--- src/rtl/mont_domain_conv.sv ---
// Montgomery domain converter: NCH parallel WIDTH-bit channels, one shift/add-sub step per cycle.
// Converts x -> x*2^WIDTH mod p (to_mont=1) or x -> x*2^-WIDTH mod p (to_mont=0).
module mont_domain_conv #(
    parameter int WIDTH = 32,
    parameter int NCH   = 2
) (
    input  logic                   clk,
    input  logic                   reset,
    input  logic                   in_sig,
    input  logic                   to_mont,
    input  logic [NCH*WIDTH-1:0]   din,
    input  logic [WIDTH-1:0]       prime,
    output logic [NCH*WIDTH-1:0]   dout,
    output logic                   busy,
    output logic                   done,
    output logic                   err
);

    localparam int CW = $clog2(WIDTH);
    localparam logic [CW-1:0] CNT_LAST = CW'(WIDTH - 1);

    typedef enum logic [1:0] {
        S_IDLE = 2'd0,
        S_RUN  = 2'd1,
        S_DONE = 2'd2
    } state_t;

    state_t            state_q, state_d;
    logic [CW-1:0]     cnt_q;
    logic [WIDTH-1:0]  p_q;
    logic              mode_q;
    logic              err_q;

    logic start;
    logic prime_bad;

    assign start     = (state_q == S_IDLE) && in_sig;
    assign prime_bad = ~prime[0] || (prime < WIDTH'(3));

    always_ff @(posedge clk or negedge reset) begin
        if (!reset) begin
            state_q <= S_IDLE;
        end else begin
            state_q <= state_d;
        end
    end

    always_comb begin
        state_d = state_q;
        case (state_q)
            S_IDLE: begin
                if (in_sig) begin
                    state_d = prime_bad ? S_DONE : S_RUN;
                end
            end
            S_RUN: begin
                if (cnt_q == CNT_LAST) begin
                    state_d = S_DONE;
                end
            end
            S_DONE:  state_d = S_IDLE;
            default: state_d = S_IDLE;
        endcase
    end

    always_comb begin
        busy = (state_q == S_RUN);
        done = (state_q == S_DONE);
        err  = err_q;
    end

    // Modulus, mode and error flag are captured once at acceptance and held until the next start.
    always_ff @(posedge clk or negedge reset) begin
        if (!reset) begin
            cnt_q  <= '0;
            p_q    <= '0;
            mode_q <= 1'b0;
            err_q  <= 1'b0;
        end else if (start) begin
            cnt_q  <= '0;
            p_q    <= prime;
            mode_q <= to_mont;
            err_q  <= prime_bad;
        end else if (state_q == S_RUN) begin
            cnt_q  <= cnt_q + CW'(1);
        end
    end

    generate
        for (genvar gi = 0; gi < NCH; gi++) begin : g_ch
            logic [WIDTH-1:0] x_q;
            logic [WIDTH-1:0] din_k;
            logic [WIDTH-1:0] load_val;
            logic [WIDTH:0]   dbl;
            logic [WIDTH:0]   dbl_sub;
            logic [WIDTH-1:0] to_step;
            logic [WIDTH:0]   half_sum;
            logic [WIDTH-1:0] from_step;

            assign din_k    = din[gi*WIDTH +: WIDTH];
            // Only one conditional subtraction on load; inputs >= 2p stay unreduced.
            assign load_val = (din_k >= prime) ? (din_k - prime) : din_k;

            assign dbl      = {x_q, 1'b0};
            assign dbl_sub  = dbl - {1'b0, p_q};
            assign to_step  = (dbl >= {1'b0, p_q}) ? dbl_sub[WIDTH-1:0] : dbl[WIDTH-1:0];

            // Carry of x + p is kept so the halving never loses the top bit.
            assign half_sum  = {1'b0, x_q} + (x_q[0] ? {1'b0, p_q} : {(WIDTH+1){1'b0}});
            assign from_step = half_sum[WIDTH:1];

            always_ff @(posedge clk or negedge reset) begin
                if (!reset) begin
                    x_q <= '0;
                end else if (start) begin
                    x_q <= prime_bad ? '0 : load_val;
                end else if (state_q == S_RUN) begin
                    x_q <= mode_q ? to_step : from_step;
                end
            end

            assign dout[gi*WIDTH +: WIDTH] = x_q;
        end
    endgenerate

endmodule

--- config.mk ---
export PLATFORM = sky130hd
export DESIGN_NAME = mont_domain_conv
export DESIGN_NICKNAME = d
export VERILOG_FILES = /design/src/rtl/mont_domain_conv.sv
export SDC_FILE = /design/constraint.sdc
export NUM_CORES = 1
export LEC_CHECK = 0
export ABC_CLOCK_PERIOD_IN_PS = 10200
export CORE_ASPECT_RATIO = 0.6
export CORE_MARGIN = 10
export CORE_UTILIZATION = 65
export DETAILED_ROUTE_END_ITERATION = 10
export PLACE_DENSITY_LB_ADDON = 0.3
export SETUP_SLACK_MARGIN = 0.02
export SYNTH_ARGS = -nofsm -noshare
export SYNTH_HDL_FRONTEND = slang
export SYNTH_SLANG_ARGS = --single-unit
--- constraint.sdc ---
create_clock -name clk -period 10.2 [get_ports clk]
set_input_delay 2.04 -clock clk [delete_from_list [all_inputs] [get_ports clk]]
set_output_delay 2.04 -clock clk [all_outputs]
set_load 0.02 [all_outputs]
Yosys cells after proc, flatten, opt, wreduce, memory -nomap -nowiden
Cells that the tools add are included.
{"block": "word_totals", "romBits": 0, "mem_bits_rw": 0, "out_inout_bits": 67, "n_memories": 0, "register_bits": 105, "latch_bits": 0, "elab_cells": 50, "inputBits": 100}
{"block": "classes", "n_div": 0, "shifts": 0, "n_eq_ne": 5, "bitwise_logic": 1, "reduce_logical": 5, "addsub": 7, "n_mux": 20, "order_cmp": 5, "n_mul": 0}
{"op": "2-to-1 mux 32 bit", "n": 14}
{"op": "subtractor 32 bit", "n": 4}
{"op": "adder 32 x 32 -> 33 bit", "n": 2}
{"op": ">= comparator 33 x 32 -> 1 bit", "n": 2}
{"op": ">= comparator 32 bit", "n": 2}
{"op": "< comparator 32 x 2 -> 1 bit, second input constant", "n": 1}
{"op": "2-to-1 mux 5 bit", "n": 2}
{"op": "2-to-1 mux 2 bit", "n": 3}
{"op": "adder 5 x 1 -> 5 bit, second input constant", "n": 1}
{"op": "equality test 5 bit, second input constant", "n": 1}
{"op": "one-hot mux 2 bit (2 select lines)", "n": 1}
{"op": "equality test 2 x 1 -> 1 bit, second input constant", "n": 1}
{"op": "equality test 2 bit, second input constant", "n": 1}
{"op": "zero test 2 bit", "n": 1}
{"op": "inequality test 2 x 1 -> 1 bit, second input constant", "n": 1}
{"op": "inequality test 2 bit, second input constant", "n": 1}
{"op": "AND reduction 2 bit", "n": 1}
{"op": "nonzero test 2 bit", "n": 1}
{"op": "logical AND 1 bit", "n": 1}
{"op": "logical OR 1 bit", "n": 1}
{"op": "inverter 1 bit", "n": 1}

Depth between registers and ports, before layout
Gate-level depths: netlist of run 1.
{"block": "depth", "word_depth": 5, "mapped_depth": 15, "depth_no_buf": 14}

Least setup slack after synthesis of run 1
Ideal clock, no wire load.
{"block": "synth_path", "kind": "input to output", "from": "in in_sig", "to": "out busy", "cell_stages": 5, "required_ns": 8.160, "path_slack_ns": 5.372, "path_buffers": 1, "arrival_ns": 2.788, "path_cell_list": "nand2b_1 > or2_2 > clkbuf_1 > nand2_1 > inv_1"}
{"element": "from (decl)", "line_no": "9", "source": "input logic in_sig,"}
{"element": "to (decl)", "line_no": "14", "source": "output logic busy,"}

Worst setup path in the final report of run 1
{"block": "layout_path", "from": "in prime[0]", "to": "reg g_ch[0].x_q[8]"}
{"block": "layout_between", "elab_chain_cells": 4, "word_cells_on_any_way": 8, "classes_between": "add/sub (1); order compare (2); mux (3); bitwise (1); reduce/logical (1)"}
{"element": "from (decl)", "line_no": "12", "source": "input logic [WIDTH-1:0] prime,"}
{"element": "subtractor 32 bit (tied with other cells)", "line_no": "102", "source": "assign load_val = (din_k >= prime) ? (din_k - prime) : din_k;"}
{"element": "2-to-1 mux 32 bit / logical OR 1 bit (equally long branches)", "line_no": "102, 38"}
{"element": "2-to-1 mux 32 bit (*)", "line_no": "116", "source": "x_q <= prime_bad ? '0 : load_val;"}
{"element": "2-to-1 mux 32 bit (*)", "line_no": "115", "source": "end else if (start) begin"}
{"element": "to (signal assigned)", "line_no": "116"}
{"element": "to (signal assigned)", "line_no": "118", "source": "x_q <= mode_q ? to_step : from_step;"}
{"element": "to (decl)", "line_no": "91", "source": "logic [WIDTH-1:0] x_q;"}
Every way passes the cells marked *; elsewhere a longest branch is shown, timed or not.
A chain may end at the register's enable or synchronous reset.

==> results.ini, run 1 <==
[synthesis]
synth_top_area_frac = 0.1599
postSynthAreaPerCell_um2 = 7.430
async_flop_share = 1.000
synth-seq-cells = 105
synth_ff_type = dfrtp_1
yosys-top-cells-area = dfrtp_1 (16%), ha_1 (15%), a21oi_1 (6.6%)
synthDistinctLibCells = 94
syn-cell-area_um2 = 16440
postSynthCellCount = 2212
synth_area_leader_cell = dfrtp_1
synth_nets = 2512
synth_edf_count = 0
yosys_warnings = 0
synth_seq_area_share = 0.1599

[min_path]
holdPathStages = 1
min_path_type = reg2reg

[final_layout]
fin_util = 0.7541
multiInputGateArea_um2 = 13020
instances_no_fill = 2629
area_delta_synth_final_pct = 12.66
final_area_um2 = 18520
fill_cells = 1882
fin_nets = 2601
ff_latch_area_um2 = 2628
drive_above_1_share = 0.04337

[floorplanning]
initial_utilization = 0.6694
die_h_um = 143.2
rows = 44
io_pins = 167
dieArea_um2 = 32250
coreArea_um2 = 24550
fp.dieW_um = 225.3

[timing]
min_period_ns = 6.227
worst_pin_slew_ns = 1.167
slew_violations = 0
finalHoldViolCount = 0
finalSetupViolCount = 0
fmax_mhz = 160.6
fin_tns_setup_ns = 0
slew-limit-headroom = 0.2175
period_share = 0.6105
rsz0062_at_grt = no
skew_ns = 0.01452

[grt]
grt_pass1_wl_um = 98710
grt_pass1_vias = 17140
antenna_found_initial = 2
grt_usage = 0.3914
grt_max_degree = 76
grt_overflow = 0

[placement]
placed_cell_area_um2 = 18190
place_congestion = 1.061
io_buffers = 166
dp_cells = 2612
dp_hpwl_um = 52200

[clock_network]
cts_made_buffers = 9
cts_setup_buffers = 0
tritoncts = built
cts.sinks = 105
holdBufCountCts = 0
cts_resized = 0
insertion_delay_ns = 0.37
path_clk_slew_ns = 0.08
clock_path_buffers = 2
cts-root-buf = clkbuf_16
ctsHtreeMaxLevel = 3

[power_and_ir_drop]
p_leak_uw = 0.008249
powerDensity_nw_per_um2 = 408.6
ir_drop_mv = 0.2100

[routing]
routed_wl_um = 65970
vias_per_cell = 7.128
drt_pass1_iterations = 8
vias = 18740
wire_per_inst_um = 25.09
remaining_drc_errors = 0
drt_iter0_drc = 3382
final_antenna_net_count = 0

[critical_path]
arrival_ns = 6.46
crit_path_max_fanout = 59
endpoint_kind = flop
start_kind = primary input
ff2ff_path_depth = 13
setup.worst_path.class = in2reg
crit_required_ns = 10.43

[outcome]
status = complete, no violations

[flow_run]
maxCapViolCount = 0

-- area by class of cell --
type	instances	area share
clock buffer	12	0.01331
multi-input combinational	1900	0.7032
inverter	110	0.02230
timing repair buffer	175	0.09325
tap	322	0.02176
clock inverter	4	0.004122
sequential	105	0.1419
antenna	1	0.0001351
-- sequential cells by signal, summed over array words and instances (netlist names) --
name	count
state_q	2
g_ch.x_q	64
err	1
cnt_q	5
p_q	32
mode_q	1
-- power by group --
part	switching, µW	internal [µW]	leakage, µW
clock network	172	223	0.000153
logic	3740	2480	0.00682
registers	307	636	0.00128
-- routing by layer --
metal	GRT usage	share of wire	up-vias
li1	-	-	8356
met1	0.5250	0.40	8579
met2	0.5211	0.37	1619
met3	0.2252	0.20	181
met4	0.09236	0.028	5
met5	0	0.00088	-
-- synth_stat cells, drive strengths merged (12+ instances only) --
library cell	count
nand2	223
nor2	223
a21oi	219
ha	194
o21ai	173
inv	109
dfrtp	105
xnor2	95
a21o	80
clkbuf	74
xor2	56
mux2i	44
nand3	44
nand4	40
a31oi	31
o21a	31
a211oi	29
mux2	28
nor3	27
o21bai	26
o22ai	26
o211ai	24
buf	23
nor2b	23
and3	21
a221oi	20
nand2b	20
o31ai	17
nor4	14
or2	12
-- worst paths after layout --
check,from,end,slack (ns)
worst min-delay path,cnt_q[3]$_DFFE_PN0P_,cnt_q[3]$_DFFE_PN0P_,0.52
max in group asynchronous,reset,g_ch[1].x_q[2]$_DFFE_PN0P_,7.20
worst max register to register,g_ch[1].x_q[0]$_DFFE_PN0P_,g_ch[1].x_q[27]$_DFFE_PN0P_,5.52
worst max-delay path,prime[0],g_ch[0].x_q[8]$_DFFE_PN0P_,3.97
worst min register to register,cnt_q[3]$_DFFE_PN0P_,cnt_q[3]$_DFFE_PN0P_,0.52
min in group asynchronous,reset,g_ch[1].x_q[6]$_DFFE_PN0P_,1.59
-- layout by cell type (no fill, tap or decap), types with 20 or more instances in the layout --
master             n
o21bai_1          26
o22ai_1           26
nor3_1            26
ha_1             194
o211ai_1          23
a21o_1            80
nand2_1          221
a211oi_1          26
o21a_1            31
a31oi_1           28
inv_1            109
o21ai_0          157
nand3_1           44
mux2_2            25
nand4_1           39
nor2b_1           23
nand2b_1          20
xnor2_1           95
clkdlybuf4s50_1  165
a21oi_1          218
and3_1            21
nor2_1           217
mux2i_1           44
dfrtp_1          105
xor2_1            56
-- metrics by stage --
stage	worst slack (ns)	total power, µW	hold slack (ns)
2_1_floorplan	5.372	5242	0.4445
3_3_place_gp	4.007	6641	0.4770
3_5_place_dp	3.922	6825	0.4915
4_1_cts	4.133	7261	0.5069
5_1_grt	3.924	7989	0.5511
6_report	3.973	7565	0.5191
-- worst max-delay path, cell delays in order --
cell and delay, ns:
clkdlybuf4s50_1 0.65, ha_1 0.24, inv_1 0.06, fa_1 0.40, nand3_1 0.11, a21oi_1 0.09
o21bai_1 0.41, a31oi_1 0.27, o311ai_4 0.25, buf_4 0.69, mux2i_1 0.76, o22ai_1 0.17
a21oi_1 0.18, o21ai_0 0.09
-- logic make-up after synthesis --
logic type / share of synthesized area
compound gates: 0.3141
mux: 0.04621
xor+xnor: 0.08047
simple gates: 0.1940
flops: 0.1599
buf+inv: 0.05032
fa+ha+maj: 0.1550
(Power assumes the default switching activity.)
==> run 2, diff against run 1 <==
ABC_CLOCK_PERIOD_IN_PS = 5900   (was 10200)
CORE_UTILIZATION = 60   (was 65)
clock period = 5.9 ns   (was 10.2 ns; I/O delays follow)
==> run 2 against run 1 <==
Compared with the run above: sequential share of layout area is 0.14 points lower; sequential power is 73% higher; clock skew is 0.0018 ns lower; cell area is 0.97% higher; routed wire length is 3.3% higher; critical path type unchanged; global-route usage is 1.4 points lower; largest cell class unchanged.
==> results.ini, run 2 (synthesis results as in run 1) <==
[floorplanning]
coreArea_um2 = 26710  ; +8.8%
dieArea_um2 = 34630  ; +7.4%
rows = 46  ; +4.5%
initial_utilization = 0.6154  ; -0.05394
fp.dieW_um = 233.7  ; +3.7%
die_h_um = 148.2  ; +3.5%
io_pins = 167  ; unchanged

[grt]
grt_pass1_vias = 17120  ; -0.093%
grt_usage = 0.3773  ; -0.01403
grt_pass1_wl_um = 101500  ; +2.8%
grt_overflow = 0  ; unchanged
grt_max_degree = 76  ; unchanged
antenna_found_initial = 1  ; -1

[min_path]
min_path_type = reg2reg
holdPathStages = 1  ; unchanged

[clock_network]
cts-root-buf = clkbuf_16
insertion_delay_ns = 0.38  ; about the same
cts_made_buffers = 9  ; unchanged
cts.sinks = 105  ; unchanged
cts_setup_buffers = 0  ; unchanged
clock_path_buffers = 2  ; unchanged
tritoncts = built
cts_resized = 0  ; unchanged
path_clk_slew_ns = 0.08  ; about the same
ctsHtreeMaxLevel = 3  ; unchanged
holdBufCountCts = 0  ; unchanged

[critical_path]
setup.worst_path.class = in2reg
crit_path_max_fanout = 34  ; -42%
start_kind = primary input
ff2ff_path_depth = 13  ; unchanged
arrival_ns = 5.30  ; -1.16 ns
crit_required_ns = 6.18  ; -4.25 ns
endpoint_kind = flop

[routing]
wire_per_inst_um = 25.42  ; +1.3%
drt_iter0_drc = 2470  ; -27%
final_antenna_net_count = 0  ; unchanged
vias = 18680  ; -0.31%
remaining_drc_errors = 0  ; unchanged
drt_pass1_iterations = 7  ; -1
routed_wl_um = 68150  ; +3.3%
vias_per_cell = 6.968  ; -2.2%

[timing]
finalSetupViolCount = 0  ; unchanged
fin_tns_setup_ns = 0  ; unchanged
slew-limit-headroom = 0.2076  ; -0.009929
rsz0062_at_grt = no
min_period_ns = 5.021
period_share = 0.8510
slew_violations = 0  ; unchanged
worst_pin_slew_ns = 1.187  ; +0.02080 ns
fmax_mhz = 199.2
finalHoldViolCount = 0  ; unchanged
skew_ns = 0.01268  ; -0.001840 ns

[placement]
dp_hpwl_um = 54230  ; +3.9%
io_buffers = 166  ; unchanged
place_congestion = 1.050  ; -1.1%

[final_layout]
fin_nets = 2614  ; +0.50%
area_delta_synth_final_pct = 13.76
largest_reg_flops = 64  ; unchanged
drive_above_1_share = 0.04959  ; +0.006225
most-common-layout-cells = nand2_1 (221), a21oi_1 (218), nor2_1 (217)
reg_top3 = g_ch.x_q: 64 flops, p_q: 32 flops, cnt_q: 5 flops
final_common_cell = nand2_1
regMostFlops = g_ch.x_q

[power_and_ir_drop]
powerDensity_nw_per_um2 = 703.5  ; +72%
ir_drop_mv = 0.4934  ; +130%
p_leak_uw = 0.008332  ; +1.0%
power_uw = 13150  ; +74%

[flow_run]
maxCapViolCount = 0  ; unchanged

[outcome]
status = complete, no violations

==> run 2: changes by cell type in the layout (fill, tap and decap cells not counted), sizes merged <==
cell / delta
buf: +13
clkbuf: -3
clkinv: -1
inv: +4
diode: +1
==> run 2: per-stage QoR <==
stage / utilization / std cells / hold slack, ns / instance area [µm²] / setup WS [ns]
2_1_floorplan: - / 2212 / 0.4445 / 16440 / 2.033
3_3_place_gp: 0.6874 / 2663 / 0.4648 / 18360 / 0.7826
3_5_place_dp: 0.6874 / 2663 / 0.4707 / 18360 / 0.5991
4_1_cts: 0.6999 / 2679 / 0.4810 / 18690 / 0.9548
5_1_grt: 0.6999 / 2679 / 0.4931 / 18690 / 0.6339
6_report: 0.7001 / 2681 / 0.5008 / 18700 / 0.8793
==> run 2: final cells by class <==
cell class                 instances  area [µm²]
clock inverter                     7       110.1
timing repair buffer             188        1849
clock buffer                       9       225.2
inverter                         110       412.9
tap                              360       450.4
fill                            2242        8009
multi-input combinational       1900       13020
sequential                       105        2628
antenna                            2       5.005
==> run 2: report_power, final <==
group	internal, µW	switching, µW	leakage, µW
registers	1100	530	0.00128
clock network	384	334	0.000162
logic	4320	6490	0.00689
==> run 2: worst max-delay path, stage by stage <==
cell and delay, ns:
clkdlybuf4s50_1 0.61, ha_1 0.22, inv_1 0.06, fa_1 0.40
a21oi_1 0.26, o22ai_1 0.19, o41ai_2 0.43, a2111oi_2 0.16
nor3_2 0.32, nand2_4 0.34, nor2_1 0.61, a221oi_1 0.22
a41oi_1 0.29
==> run 2: final timing paths <==
path	to	slack, ns	from
worst min register to register	cnt_q[3]$_DFFE_PN0P_	0.50	cnt_q[3]$_DFFE_PN0P_
min in group asynchronous	p_q[5]$_DFFE_PN0P_	0.97	reset
worst max-delay path	g_ch[1].x_q[27]$_DFFE_PN0P_	0.88	prime[0]
worst max register to register	g_ch[0].x_q[31]$_DFFE_PN0P_	1.28	g_ch[0].x_q[0]$_DFFE_PN0P_
worst min-delay path	cnt_q[3]$_DFFE_PN0P_	0.50	cnt_q[3]$_DFFE_PN0P_
max in group asynchronous	g_ch[0].x_q[16]$_DFFE_PN0P_	3.84	reset
==> run 2: metal layers <==
| metal | wire length, µm | up-vias | track usage | share of wire |
|---|---|---|---|---|
| met3 | 13130 | 144 | 0.2099 | 0.19 |
| met4 | 1599 | 0 | 0.08995 | 0.023 |
| met1 | 27910 | 8792 | 0.5132 | 0.41 |
| met2 | 25510 | 1376 | 0.4989 | 0.37 |
| met5 | 0 | - | 0 | 0 |
| li1 | - | 8370 | - | - |
